**config.mk**
```make
export PLATFORM = sky130hd
export DESIGN_NAME = ula_sched_flat
export DESIGN_NICKNAME = d
export VERILOG_FILES = /design/src/rtl/ula_sched_if.sv /design/src/rtl/ula_sched.sv /design/src/flat_wrapper.sv
export SDC_FILE = /design/constraint.sdc
export NUM_CORES = 1
export LEC_CHECK = 0
export ABC_AREA = 0
export CELL_PAD_IN_SITES_DETAIL_PLACEMENT = 0
export CELL_PAD_IN_SITES_GLOBAL_PLACEMENT = 1
export CORE_MARGIN = 2
export CORE_UTILIZATION = 29
export CTS_CLUSTER_DIAMETER = 40
export DETAILED_ROUTE_END_ITERATION = 8
export PLACE_DENSITY_LB_ADDON = 0.1
export RECOVER_POWER = 25
export SLEW_MARGIN = 20
export SYNTH_ARGS = -nofsm -noshare
export SYNTH_HDL_FRONTEND = slang
export SYNTH_SLANG_ARGS = --single-unit
```
**constraint.sdc**
```tcl
create_clock -name clock -period 4.13 [get_ports clock]
set_clock_uncertainty 0.15 [all_clocks]
set_input_delay 0.413 -clock clock [delete_from_list [all_inputs] [get_ports clock]]
set_output_delay 0.413 -clock clock [all_outputs]
set_load 0.02 [all_outputs]
```
**src/rtl/ula_sched_if.sv**
```systemverilog
// Requester-side handshake bundle for ula_sched: request (valid/ready + op/operands)
// and the response valid/ready pair; rsp_data is shared and stays a top-level port.
interface ula_sched_if;
  logic       valid;
  logic       ready;
  logic [3:0] op;
  logic [3:0] opnd1;
  logic [3:0] opnd2;
  logic       rsp_valid;
  logic       rsp_ready;

  modport master (output valid, op, opnd1, opnd2, rsp_ready,
                  input  ready, rsp_valid);
  modport slave  (input  valid, op, opnd1, opnd2, rsp_ready,
                  output ready, rsp_valid);
endinterface

```
**src/rtl/ula_sched.sv**
```systemverilog
// Round-robin scheduler sharing one combinational 4-bit ALU between requesters A and B.
// Optional ULA_SCHED_DIVZ_EN: adds rsp_err and forces a zero result on DIV by zero.
`ifdef ULA_SCHED_DIVZ_EN
`ifndef ULA_DIV
`define ULA_DIV 4'd3
`endif
`endif

module ula_sched #(
  parameter bit RR_START = 1'b0
) (
  input  logic             clock,
  input  logic             reset,
  ula_sched_if.slave       a,
  ula_sched_if.slave       b,
  output logic [7:0]       rsp_data,
  output logic             busy,
  output logic [3:0]       ula_operando1,
  output logic [3:0]       ula_operando2,
  output logic [3:0]       ula_opcode,
  input  logic [7:0]       ula_result
`ifdef ULA_SCHED_DIVZ_EN
  ,
  output logic             rsp_err
`endif
);

  typedef enum logic [1:0] {IDLE, EXEC, RESP} state_t;

  state_t state;
  logic   ptr;      // 0 favours A, 1 favours B
  logic   owner;    // 0 = A, 1 = B
  logic   grant_a;
  logic   grant_b;
  logic   a_rsp_q;
  logic   b_rsp_q;

  // Grant is combinational so ready coincides with the accepting cycle.
  always_comb begin
    grant_a = 1'b0;
    grant_b = 1'b0;
    if (!reset && state == IDLE) begin
      if (a.valid && (!b.valid || !ptr))
        grant_a = 1'b1;
      else if (b.valid)
        grant_b = 1'b1;
    end
  end

  assign a.ready     = grant_a;
  assign b.ready     = grant_b;
  assign a.rsp_valid = a_rsp_q;
  assign b.rsp_valid = b_rsp_q;
  assign busy        = (state != IDLE);

  always_ff @(posedge clock) begin
    if (reset) begin
      state         <= IDLE;
      ptr           <= RR_START;
      owner         <= 1'b0;
      ula_opcode    <= 4'd0;
      ula_operando1 <= 4'd0;
      ula_operando2 <= 4'd0;
      rsp_data      <= 8'd0;
      a_rsp_q       <= 1'b0;
      b_rsp_q       <= 1'b0;
`ifdef ULA_SCHED_DIVZ_EN
      rsp_err       <= 1'b0;
`endif
    end else begin
      case (state)
        IDLE: begin
          if (grant_a || grant_b) begin
            owner         <= grant_b;
            ula_opcode    <= grant_b ? b.op    : a.op;
            ula_operando1 <= grant_b ? b.opnd1 : a.opnd1;
            ula_operando2 <= grant_b ? b.opnd2 : a.opnd2;
            state         <= EXEC;
          end
        end
        EXEC: begin
`ifdef ULA_SCHED_DIVZ_EN
          if (ula_opcode == 4'(`ULA_DIV) && ula_operando2 == 4'd0) begin
            rsp_data <= 8'h00;
            rsp_err  <= 1'b1;
          end else begin
            rsp_data <= ula_result;
            rsp_err  <= 1'b0;
          end
`else
          rsp_data <= ula_result;
`endif
          a_rsp_q <= ~owner;
          b_rsp_q <= owner;
          state   <= RESP;
        end
        RESP: begin
          // Pointer moves only on completion, towards the non-owner.
          if (owner ? b.rsp_ready : a.rsp_ready) begin
            a_rsp_q <= 1'b0;
            b_rsp_q <= 1'b0;
            ptr     <= ~owner;
            state   <= IDLE;
          end
        end
        default: state <= IDLE;
      endcase
    end
  end

endmodule

```
**src/flat_wrapper.sv**
```systemverilog
// flat-port wrapper written by rule: the top's interface ports become plain ports
module ula_sched_flat 
#(
  parameter bit RR_START = 1'b0
)
  (clock, reset, rsp_data, busy, ula_operando1, ula_operando2, ula_opcode, ula_result, a_valid, a_op, a_opnd1, a_opnd2, a_rsp_ready, a_ready, a_rsp_valid, b_valid, b_op, b_opnd1, b_opnd2, b_rsp_ready, b_ready, b_rsp_valid);
  ula_sched_if a_i ();
  ula_sched_if b_i ();
  input  logic clock;
  input  logic reset;
  output logic [7:0] rsp_data;
  output logic busy;
  output logic [3:0] ula_operando1;
  output logic [3:0] ula_operando2;
  output logic [3:0] ula_opcode;
  input  logic [7:0] ula_result;
  input wire logic [$bits(a_i.valid)-1:0] a_valid;
  input wire logic [$bits(a_i.op)-1:0] a_op;
  input wire logic [$bits(a_i.opnd1)-1:0] a_opnd1;
  input wire logic [$bits(a_i.opnd2)-1:0] a_opnd2;
  input wire logic [$bits(a_i.rsp_ready)-1:0] a_rsp_ready;
  output wire logic [$bits(a_i.ready)-1:0] a_ready;
  output wire logic [$bits(a_i.rsp_valid)-1:0] a_rsp_valid;
  input wire logic [$bits(b_i.valid)-1:0] b_valid;
  input wire logic [$bits(b_i.op)-1:0] b_op;
  input wire logic [$bits(b_i.opnd1)-1:0] b_opnd1;
  input wire logic [$bits(b_i.opnd2)-1:0] b_opnd2;
  input wire logic [$bits(b_i.rsp_ready)-1:0] b_rsp_ready;
  output wire logic [$bits(b_i.ready)-1:0] b_ready;
  output wire logic [$bits(b_i.rsp_valid)-1:0] b_rsp_valid;
  assign a_i.valid = a_valid;
  assign a_i.op = a_op;
  assign a_i.opnd1 = a_opnd1;
  assign a_i.opnd2 = a_opnd2;
  assign a_i.rsp_ready = a_rsp_ready;
  assign a_ready = a_i.ready;
  assign a_rsp_valid = a_i.rsp_valid;
  assign b_i.valid = b_valid;
  assign b_i.op = b_op;
  assign b_i.opnd1 = b_opnd1;
  assign b_i.opnd2 = b_opnd2;
  assign b_i.rsp_ready = b_rsp_ready;
  assign b_ready = b_i.ready;
  assign b_rsp_valid = b_i.rsp_valid;
  ula_sched #(.RR_START(RR_START)) u_core (.clock(clock), .reset(reset), .a(a_i), .b(b_i), .rsp_data(rsp_data), .busy(busy), .ula_operando1(ula_operando1), .ula_operando2(ula_operando2), .ula_opcode(ula_opcode), .ula_result(ula_result));
endmodule
```
# Word level (Yosys, flattened, before mapping)
# Index checks and enable logic that the tools add are counted.
[totals]
regBits = 26
out_inout_bits = 25
wordCells = 43
[op_classes]
n_eq_ne = 4
n_mux = 15
n_bitwise = 1
reduce_logical = 14
[op_table]
columns = ["op", "count"]
rows = [
  ["$mux 4", 3],
  ["$reduce_and 2->1", 4],
  ["$mux 1", 7],
  ["$pmux 2 s3", 1],
  ["$mux 2", 2],
  ["$pmux 1 s2", 2],
  ["$reduce_bool 2->1", 2],
  ["$logic_not 1->1", 3],
  ["$eq 2x1->1 const B", 1],
  ["$eq 2x2->1 const B", 1],
  ["$logic_and 1x1->1", 2],
  ["$logic_not 2->1", 1],
  ["$logic_or 1x1->1", 2],
  ["$ne 2x1->1 const B", 1],
  ["$ne 2x2->1 const B", 1],
  ["$not 1->1", 1],
]

# Logic depth before layout (Yosys ltp)
# Gate-level depths: netlist of the first run.
[logic_depth]
word_depth = 8
ltp_mapped = 6

# Worst setup path after synthesis of the first run
# OpenSTA, ideal clock, no wires.
[synth_path]
path_type = "in2out"
from = "input reset"
to = "output b_ready"
arrival_time_ns = 1.431
required_ns = 3.567
path_slack_ns = 2.136
cell_stages = 5
path_cell_list = "buf_6 > or3_1 > buf_2 > buf_6 > nor3b_2"
[synth_via]
elab_chain_len = 3
[synth_lines]
columns = ["element", "line_no", "source"]
rows = [
  ["from (decl)", "flat_wrapper.sv:10", "input logic reset;"],
  ["$logic_not 1->1", "ula_sched.sv:42", "if (!reset && state == IDLE) begin"],
  ["$logic_and 1x1->1", "ula_sched.sv:42", ""],
  ["$mux 1", "ula_sched.sv:42", ""],
  ["to (decl)", "flat_wrapper.sv:29", "output wire logic [$bits(b_i.ready)-1:0] b_ready;"],
]
# No other way between the ends.

# Worst setup path after layout of the first run
# Ends and elaborated chain as after synthesis.

==> flow_summary_export.csv, run 1 <==
group,metric,value,unit
timing,worst_slew_pin_slew,705,ps
layout,area_delta_synth_final,58.1,%
timing,rsz0062_at_grt,"false",
global_routing,grt_util_met2,24.0,%
floorplanning,die_h,68.6,microns
cts,cts_setup_buffers,0,
synth,yosysTopAreaCell,"dfxtp_1",
detailed_routing,via_per_inst,5.02,
floorplanning,initial_core_util,30.2,%
cts,cts_hold_buf,0,
synth,synth_cell_types,27,
synth,synth_nets,178,
timing,period_needed,3120,ps
global_routing,grt_pass1_wl,5.40,mm
setup_path,path_class,"in -> out",
hold_path,hold_class,"reg -> reg",
job,cap_violations,0,
cts,cts_tree,"built",
synth,avgSynthCellArea,8.63,sq um
global_routing,grtUsageMet3,1.95,%
cts,cts-resized-gates,0,
floorplanning,rows,23,
setup_path,cp.required,3570,ps
placed_design,dp_cells,242,
cts,cts_buffer_depth,2,
synth,syn_inst,140,
setup_path,crit_path_end_kind,"primary output",
synth,ys_ff_latch,26,
synth,synth.area.top_cells,"dfxtp_1 (43%), a21oi_1 (9.9%), nor4b_1 (8.7%), nor4_1 (6.7%), nor3_2 (5.8%)",
detailed_routing,wl,3.44,mm
global_routing,top_usage_layer,"met2",
detailed_routing,post-route-drc-count,0,
synth,yosys.area.top_type_share,43.1,%
placed_design,hpwl,2.54,mm
setup_path,crit_fanout,26,
synth,seq_area_frac_synth,43.1,%
global_routing,grt_start_max_net_pins,27,
detailed_routing,initialDrtViolationCount,50,
timing,hold_violations,0,
cts,cts_made_buffers,3,
timing,relSlewSlack,53.0,%
cts,clk_pin_slew,90,ps
synth,mappedNetlistArea,0.00121,sq mm
placed_design,routabilityCongestion,0.761,
global_routing,antenna_found_initial,0,
pwr,power_leakage,0.650,nW
cts,clk_latency,260,ps
layout,n_antenna_cell,0,
timing,setup_viol,0,
detailed_routing,routedWlPerCell,14.0,microns
timing,finalMaxSlewViolations,0,
timing,fmax,321,MHz
setup_path,worstPathArrival,2550,ps
global_routing,grt_overflow,0,
floorplanning,pin_count,63,
outcome,status,"finished clean",
floorplanning,dieWidth,68.6,microns
layout,fill_cells,381,
floorplanning,fp.coreArea,0.00400,sq mm
timing,setup_tns,0,ps
setup_path,startpoint_type,"input port",
cts,h-tree-depth,1,
layout,drive_gt1_share,9.69,%
cts,cts_root_buffer,"clkbuf_8",
layout,nNetsFinal,235,
layout,fin_cells,246,
floorplanning,die_area,0.00470,sq mm
global_routing,track_usage,15.2,%
detailed_routing,first_pass_iters,4,
synth,yosys_warnings,0,
placed_design,numPortBuffers,62,
detailed_routing,vias,1236,
global_routing,grt_pass1_vias,1170,
timing,finalCritPeriodShare,75.5,%
pwr,vdd_ir_drop_max,0.171,mV
global_routing,use_met1,21.5,%
cts,clock_sinks,26,
pwr,powerDensity,367,mW/mm^2
detailed_routing,ant_nets,0,
[metrics by stage]
step	setup slack (ps)	total power, mW	utilization [%]	area (sq um)	hold slack [ps]
floorplan	2140	0.404	-	1210	318
global placement	1030	0.499	46.0	1840	296
detailed placement	1030	0.501	46.0	1840	301
CTS	1000	0.712	47.8	1910	315
global route	910	0.740	47.8	1910	329
finish	1010	0.702	47.8	1910	311
[Yosys cell counts (all sizes together)]
cell type	number
o21ai	1
nand2	16
nand2b	1
dfxtp	26
nor4b	12
inv	3
nor3	13
a2111oi	1
nor2b	5
nor3b	2
a21oi	24
or2	1
buf	9
nor4	13
and3	1
nor2	4
nand3b	1
a21bo	1
mux2i	1
or3	1
clkbuf	4
[flip-flops by register name, summed over array words and instances, names as in the netlist]
signal,count
u_core.rsp_data,8
u_core.ula_opcode,4
u_core.ula_operando1,4
u_core.ula_operando2,4
u_core.state,2
u_core.a.rsp_valid,1
u_core.b.rsp_valid,1
u_core.owner,1
u_core.ptr,1
[per-layer routing]
| metal | vias up | share of wire (%) |
|---|---|---|
| met2 | 35 | 51 |
| met1 | 578 | 44 |
| met5 | - | 0 |
| met3 | 2 | 4.8 |
| li1 | 621 | - |
| met4 | 0 | 0.58 |
[kinds of logic (layout without fill, tap and decap cells)]
| group | Yosys count | after routing | share of synthesized area [%] |
|---|---|---|---|
| muxes | 1 | 1 | 0.828 |
| AOI/OAI and AO/OA | 27 | 27 | 11.9 |
| buffers and inverters | 16 | 72 | 7.14 |
| and+or+nand+nor | 70 | 70 | 37.1 |
| DFF | 26 | 26 | 43.1 |
[critical path, stage by stage]
cell and delay [ps]:
clkdlybuf4s50_1 400, buf_4 220, or3_1 640, nor3b_2 250, clkdlybuf4s50_1 630
[layout by cell type, fill, tap and decap left out, types with 2 or more instances in the layout]
cell	synthesis	final
clkdlybuf4s50_1	0	62
nor3_1	6	6
nor2b_1	5	5
nor2_1	3	3
a21oi_1	24	24
inv_1	2	2
nor4_1	13	13
buf_4	1	3
nor4b_1	12	12
nor3_2	7	7
clkbuf_8	0	3
dfxtp_1	26	26
nand2_1	16	16
[final timing paths]
path,start,to,slack [ps],cells after the start
min reg2reg,u_core.rsp_data[7],u_core.rsp_data[7],310,2
max reg2reg,u_core.state[1],u_core.ula_operando1[3],2240,4
max,reset,b_ready,1010,5
min,u_core.rsp_data[7],u_core.rsp_data[7],310,2
[final cells by class]
cell class                      instances  area, sq um  area share, %
Clock buffer                            3         41.3           2.16
Timing Repair Buffer                   65          643           33.7
Clock inverter                          1         30.0           1.57
Multi-Input combinational cell         98          602           31.5
Sequential cell                        26          520           27.2
Tap cell                               50         62.6           3.27
Inverter                                3         11.3          0.589
[where the power goes]
group | switching, mW | internal [mW] | leakage (nW) | total [mW]
Sequential | 0.0157 | 0.276 | 0.215 | 0.291
Clock | 0.0780 | 0.130 | 0.0357 | 0.208
Combinational | 0.101 | 0.102 | 0.400 | 0.203
Note: power is estimated with default switching activity, not from simulation.
==> inputs of run 2 (changes only) <==
--- a/config.mk
+++ b/config.mk
@@ -9,7 +9,7 @@
 export CELL_PAD_IN_SITES_DETAIL_PLACEMENT = 0
 export CELL_PAD_IN_SITES_GLOBAL_PLACEMENT = 1
 export CORE_MARGIN = 2
-export CORE_UTILIZATION = 29
+export CORE_UTILIZATION = 27
 export CTS_CLUSTER_DIAMETER = 40
 export DETAILED_ROUTE_END_ITERATION = 8
 export PLACE_DENSITY_LB_ADDON = 0.1
==> constraint.sdc (replaced) <==
create_clock -name clock -period 3.2 [get_ports clock]
set_clock_uncertainty 0.15 [all_clocks]
set_input_delay 0.32 -clock clock [delete_from_list [all_inputs] [get_ports clock]]
set_output_delay 0.32 -clock clock [all_outputs]
set_load 0.02 [all_outputs]
==> flow_summary_export.csv, run 2 (synthesized netlist as in run 1, its figures left out) <==
group,metric,value,unit
layout,n_antenna_cell,0,
setup_path,max_stage_delay,620,ps
detailed_routing,vias,1237,
floorplanning,rows,24,
detailed_routing,via_per_inst,4.95,
layout,fin_cells,250,
cts,clk_pin_slew,80,ps
placed_design,numPortBuffers,62,
floorplanning,dieWidth,70.9,microns
timing,hold_violations,0,
cts,cts_tree,"built",
pwr,vdd_ir_drop_max,0.180,mV
cts,clk_latency,270,ps
pwr,powerDensity,448,mW/mm^2
setup_path,crit_path_top_delay_cell,"clkdlybuf4s50_1",
detailed_routing,wl,3.54,mm
setup_path,cp_cell_sequence,"clkdlybuf4s50_1 > or3_1 > nor3b_2 > clkdlybuf4s50_1",
global_routing,grt_overflow,0,
global_routing,grt_pass1_vias,1176,
timing,hold_ws,306,ps
placed_design,place_area,0.00186,sq mm
layout,largest_register_ffs,8,
detailed_routing,first_pass_iters,4,
setup_path,reg2reg_slack,1500,ps
hold_path,hold_class,"reg -> reg",
floorplanning,pin_count,63,
global_routing,antenna_found_initial,0,
cts,cts_setup_buffers,0,
layout,nNetsFinal,237,
cts,cts-resized-gates,0,
cts,cts_made_buffers,3,
setup_path,crit_path_end_kind,"primary output",
timing,setup_viol,0,
hold_path,min_path_cells,2,
floorplanning,initial_core_util,28.0,%
cts,cts_root_buffer,"clkbuf_8",
timing,worst_slew_pin_slew,668,ps
setup_path,worstPathArrival,2080,ps
floorplanning,die_area,0.00503,sq mm
pwr,power,854,uW
cts,cts_hold_buf,0,
setup_path,ff2ff_path_depth,4,
setup_path,startpoint_type,"input port",
layout,area_delta_synth_final,57.9,%
job,cap_violations,0,
placed_design,dp_cells,246,
hold_path,min_from,"u_core.rsp_data[1]",
layout,final_common_cell,"clkdlybuf4s50_1",
placed_design,routabilityCongestion,0.725,
pwr,power_leakage,0.649,nW
global_routing,track_usage,13.9,%
timing,relSlewSlack,55.4,%
floorplanning,die_h,70.9,microns
detailed_routing,routedWlPerCell,14.1,microns
setup_path,worstReg2RegStart,"u_core.ptr",
timing,period_needed,2550,ps
timing,rsz0062_at_grt,"false",
setup_path,crit_fanout,9,
timing,finalCritPeriodShare,79.6,%
layout,final_area,0.00191,sq mm
timing,fmax,393,MHz
setup_path,path_class,"in -> out",
detailed_routing,post-route-drc-count,0,
layout,layout_common_cells,"clkdlybuf4s50_1 (62), dfxtp_1 (26), a21oi_1 (24), nand2_1 (16), nor4_1 (13)",
setup_path,cp.depth,4,
timing,finalMaxSlewViolations,0,
setup_path,crit_family,"buffers and inverters",
cts,clock_sinks,26,
global_routing,grt_pass1_wl,5.73,mm
setup_path,crit_top_cell,"clkdlybuf4s50_1",
layout,top_register,"u_core.rsp_data",
timing,setup_tns,0,ps
hold_path,min_to,"u_core.rsp_data[1]",
detailed_routing,ant_nets,0,
placed_design,hpwl,2.50,mm
outcome,status,"finished clean",
layout,drive_gt1_share,10.1,%
setup_path,cp.required,2730,ps
setup_path,path_buf_inv,2,
cts,h-tree-depth,1,
detailed_routing,initialDrtViolationCount,42,
floorplanning,fp.coreArea,0.00432,sq mm
global_routing,grt_start_max_net_pins,26,
cts,cts_buffer_depth,2,
setup_path,r2r-end,"u_core.ula_operando1[1]",
run 2: through the flow:
stage	setup WS, ps	util (%)
finish	653	44.1
global route	496	44.1
CTS	615	44.2
detailed placement	635	42.9
global placement	628	42.9
floorplan	1390	-
run 2: power breakdown:
part	switching (mW)	internal, mW
registers	0.0198	0.356
logic	0.132	0.135
clock network	0.103	0.110
total	0.254	0.600
run 2: routing by layer:
layer / global-route usage, % / vias up / wire, microns
li1: - / 625 / -
met1: 17.5 / 572 / 1500
met2: 24.0 / 36 / 1810
met3: 2.71 / 4 / 188
met4: 4.61 / 0 / 34
met5: 0 / - / 0
run 2: cell type report:
class | count | area, sq um
clock buffer | 4 | 55.1
fill | 444 | 2420
inverter | 3 | 11.3
multi-input combinational | 98 | 602
sequential | 26 | 520
tap | 52 | 65.1
timing repair buffer | 67 | 654
run 2: worst max path at each step:
stage	to	slack [ps]	start
floorplan	b_ready	1390	reset
global placement	b_ready	630	reset
detailed placement	b_ready	640	reset
CTS	b_ready	620	reset
global route	b_ready	500	reset
finish	b_ready	650	reset
run 2: worst reg2reg max path: stages, from the launching register on:
cell,delay (ps)
dfxtp_1,370
nor2b_1,210
clkbuf_1,510
nor4b_1,130
nor4_1,240
==> inputs of run 3 (changes only) <==
==> constraint.sdc (replaced) <==
create_clock -name clock -period 2.6 [get_ports clock]
set_clock_uncertainty 0.15 [all_clocks]
set_input_delay 0.26 -clock clock [delete_from_list [all_inputs] [get_ports clock]]
set_output_delay 0.26 -clock clock [all_outputs]
set_load 0.02 [all_outputs]
==> flow_summary_export.csv, run 3 (synthesized netlist as in run 1, its figures left out) <==
group,metric,value,unit
outcome,status,"finished clean",
detailed_routing,routedWlPerCell,14.3,microns
placed_design,routabilityCongestion,0.751,
placed_design,hpwl,2.58,mm
floorplanning,dieWidth,70.9,microns
global_routing,grt_pass1_vias,1267,
hold_path,min_to,"u_core.rsp_data[1]",
setup_path,ff2ff_path_depth,4,
pwr,power_leakage,0.648,nW
setup_path,path_class,"reg -> out",
setup_path,crit_family,"simple AND/OR/NAND/NOR gates",
cts,cts_buffer_depth,2,
cts,clk_pin_slew,90,ps
setup_path,r2r-end,"u_core.ula_operando2[1]",
timing,fmax,418,MHz
cts,cts_tree,"built",
cts,cts_root_buffer,"clkbuf_8",
detailed_routing,wl,3.60,mm
cts,cts_hold_buf,0,
global_routing,grt_start_max_net_pins,26,
layout,n_antenna_cell,0,
cts,cts-resized-gates,0,
timing,worst_slew_pin_slew,646,ps
global_routing,grt_pass1_wl,5.92,mm
detailed_routing,post-route-drc-count,0,
timing,setup_tns,0,ps
job,cap_violations,0,
layout,largest_register_ffs,8,
floorplanning,initial_core_util,28.0,%
pwr,powerDensity,539,mW/mm^2
placed_design,numPortBuffers,62,
layout,layout_common_cells,"clkdlybuf4s50_1 (61), dfxtp_1 (26), a21oi_1 (24), nand2_1 (16), nor4_1 (13)",
placed_design,place_area,0.00187,sq mm
setup_path,crit_path_end_kind,"primary output",
setup_path,path_buf_inv,1,
cts,clock_sinks,26,
global_routing,grt_overflow,0,
floorplanning,die_area,0.00503,sq mm
layout,final_common_cell,"clkdlybuf4s50_1",
timing,finalMaxSlewViolations,0,
setup_path,worstReg2RegStart,"u_core.ptr",
cts,cts_made_buffers,3,
hold_path,min_path_cells,2,
cts,cts_setup_buffers,0,
timing,period_needed,2390,ps
timing,relSlewSlack,56.9,%
cts,h-tree-depth,1,
setup_path,startpoint_type,"flip-flop",
detailed_routing,via_per_inst,4.92,
timing,hold_violations,0,
setup_path,worstPathArrival,1980,ps
setup_path,max_stage_delay,640,ps
pwr,vdd_ir_drop_max,0.215,mV
layout,drive_gt1_share,10.1,%
global_routing,antenna_found_initial,0,
detailed_routing,first_pass_iters,4,
floorplanning,die_h,70.9,microns
global_routing,track_usage,14.7,%
floorplanning,rows,24,
layout,nNetsFinal,239,
detailed_routing,vias,1234,
detailed_routing,initialDrtViolationCount,35,
hold_path,hold_class,"reg -> reg",
layout,final_area,0.00191,sq mm
cts,clk_latency,270,ps
detailed_routing,ant_nets,0,
floorplanning,fp.coreArea,0.00432,sq mm
layout,area_delta_synth_final,57.7,%
setup_path,cp_cell_sequence,"or3_1 > nor3b_2 > clkdlybuf4s50_1",
layout,top_register,"u_core.rsp_data",
setup_path,reg2reg_slack,960,ps
hold_path,min_from,"u_core.rsp_data[1]",
timing,setup_viol,0,
floorplanning,pin_count,63,
setup_path,crit_path_top_delay_cell,"clkdlybuf4s50_1",
timing,rsz0062_at_grt,"false",
setup_path,cp.required,2190,ps
timing,finalCritPeriodShare,92.0,%
setup_path,crit_fanout,6,
run 3: cell count changes in the layout (fill, tap and decap cells not counted), sizes merged:
cell / change
dlygate4sd3: +1
clkdlybuf4s50: -1
buf: +1
run 3: power breakdown:
part	switching (mW)	internal, mW	total [mW]
Combinational	0.163	0.167	0.330
Sequential	0.0245	0.438	0.462
Clock	0.131	0.104	0.235
Total	0.318	0.709	1.03
run 3: how the worst max path moves through the flow:
stage | start | end | slack, ps | depth (start not counted)
final | u_core.state[1] | b_ready | 210 | 3
after global routing | u_core.state[1] | b_ready | 110 | 3
after CTS | u_core.state[1] | b_ready | 190 | 3
after detailed placement | reset | b_ready | 210 | 4
after global placement | reset | b_ready | 210 | 4
after floorplan | u_core.state[1] | b_ready | 890 | 4
run 3: per-layer routing:
layer | vias up | track usage, % | routed length (microns)
li1 | 621 | - | -
met1 | 568 | 16.7 | 1450
met2 | 41 | 27.2 | 1890
met3 | 4 | 3.42 | 228
met4 | 0 | 4.40 | 31
met5 | - | 0 | 0
run 3: area by class of cell:
class                   instances  area (sq um)
flip-flops and latches         26           520
multi-input cells              98           602
well taps                      52          65.1
clock buffers                   3          41.3
inverters                       3          11.3
fillers                       442          2420
repair buffers                 69           666
run 3: per-stage QoR:
step | setup slack (ps) | hold WS [ps] | total power [mW] | utilization (%) | std cells
after floorplan | 889 | 246 | 0.641 | - | 140
after global placement | 208 | 291 | 0.804 | 43.3 | 248
after detailed placement | 210 | 301 | 0.806 | 43.3 | 248
after CTS | 190 | 314 | 1.04 | 44.2 | 251
after global routing | 108 | 341 | 1.09 | 44.1 | 251
final | 209 | 309 | 1.03 | 44.1 | 251
run 3: worst reg2reg max path: stages, from the launching register on:
cell	delay [ps]
dfxtp_1	370
nor2b_1	180
clkbuf_1	490
nor4b_1	110
nor4_1	250
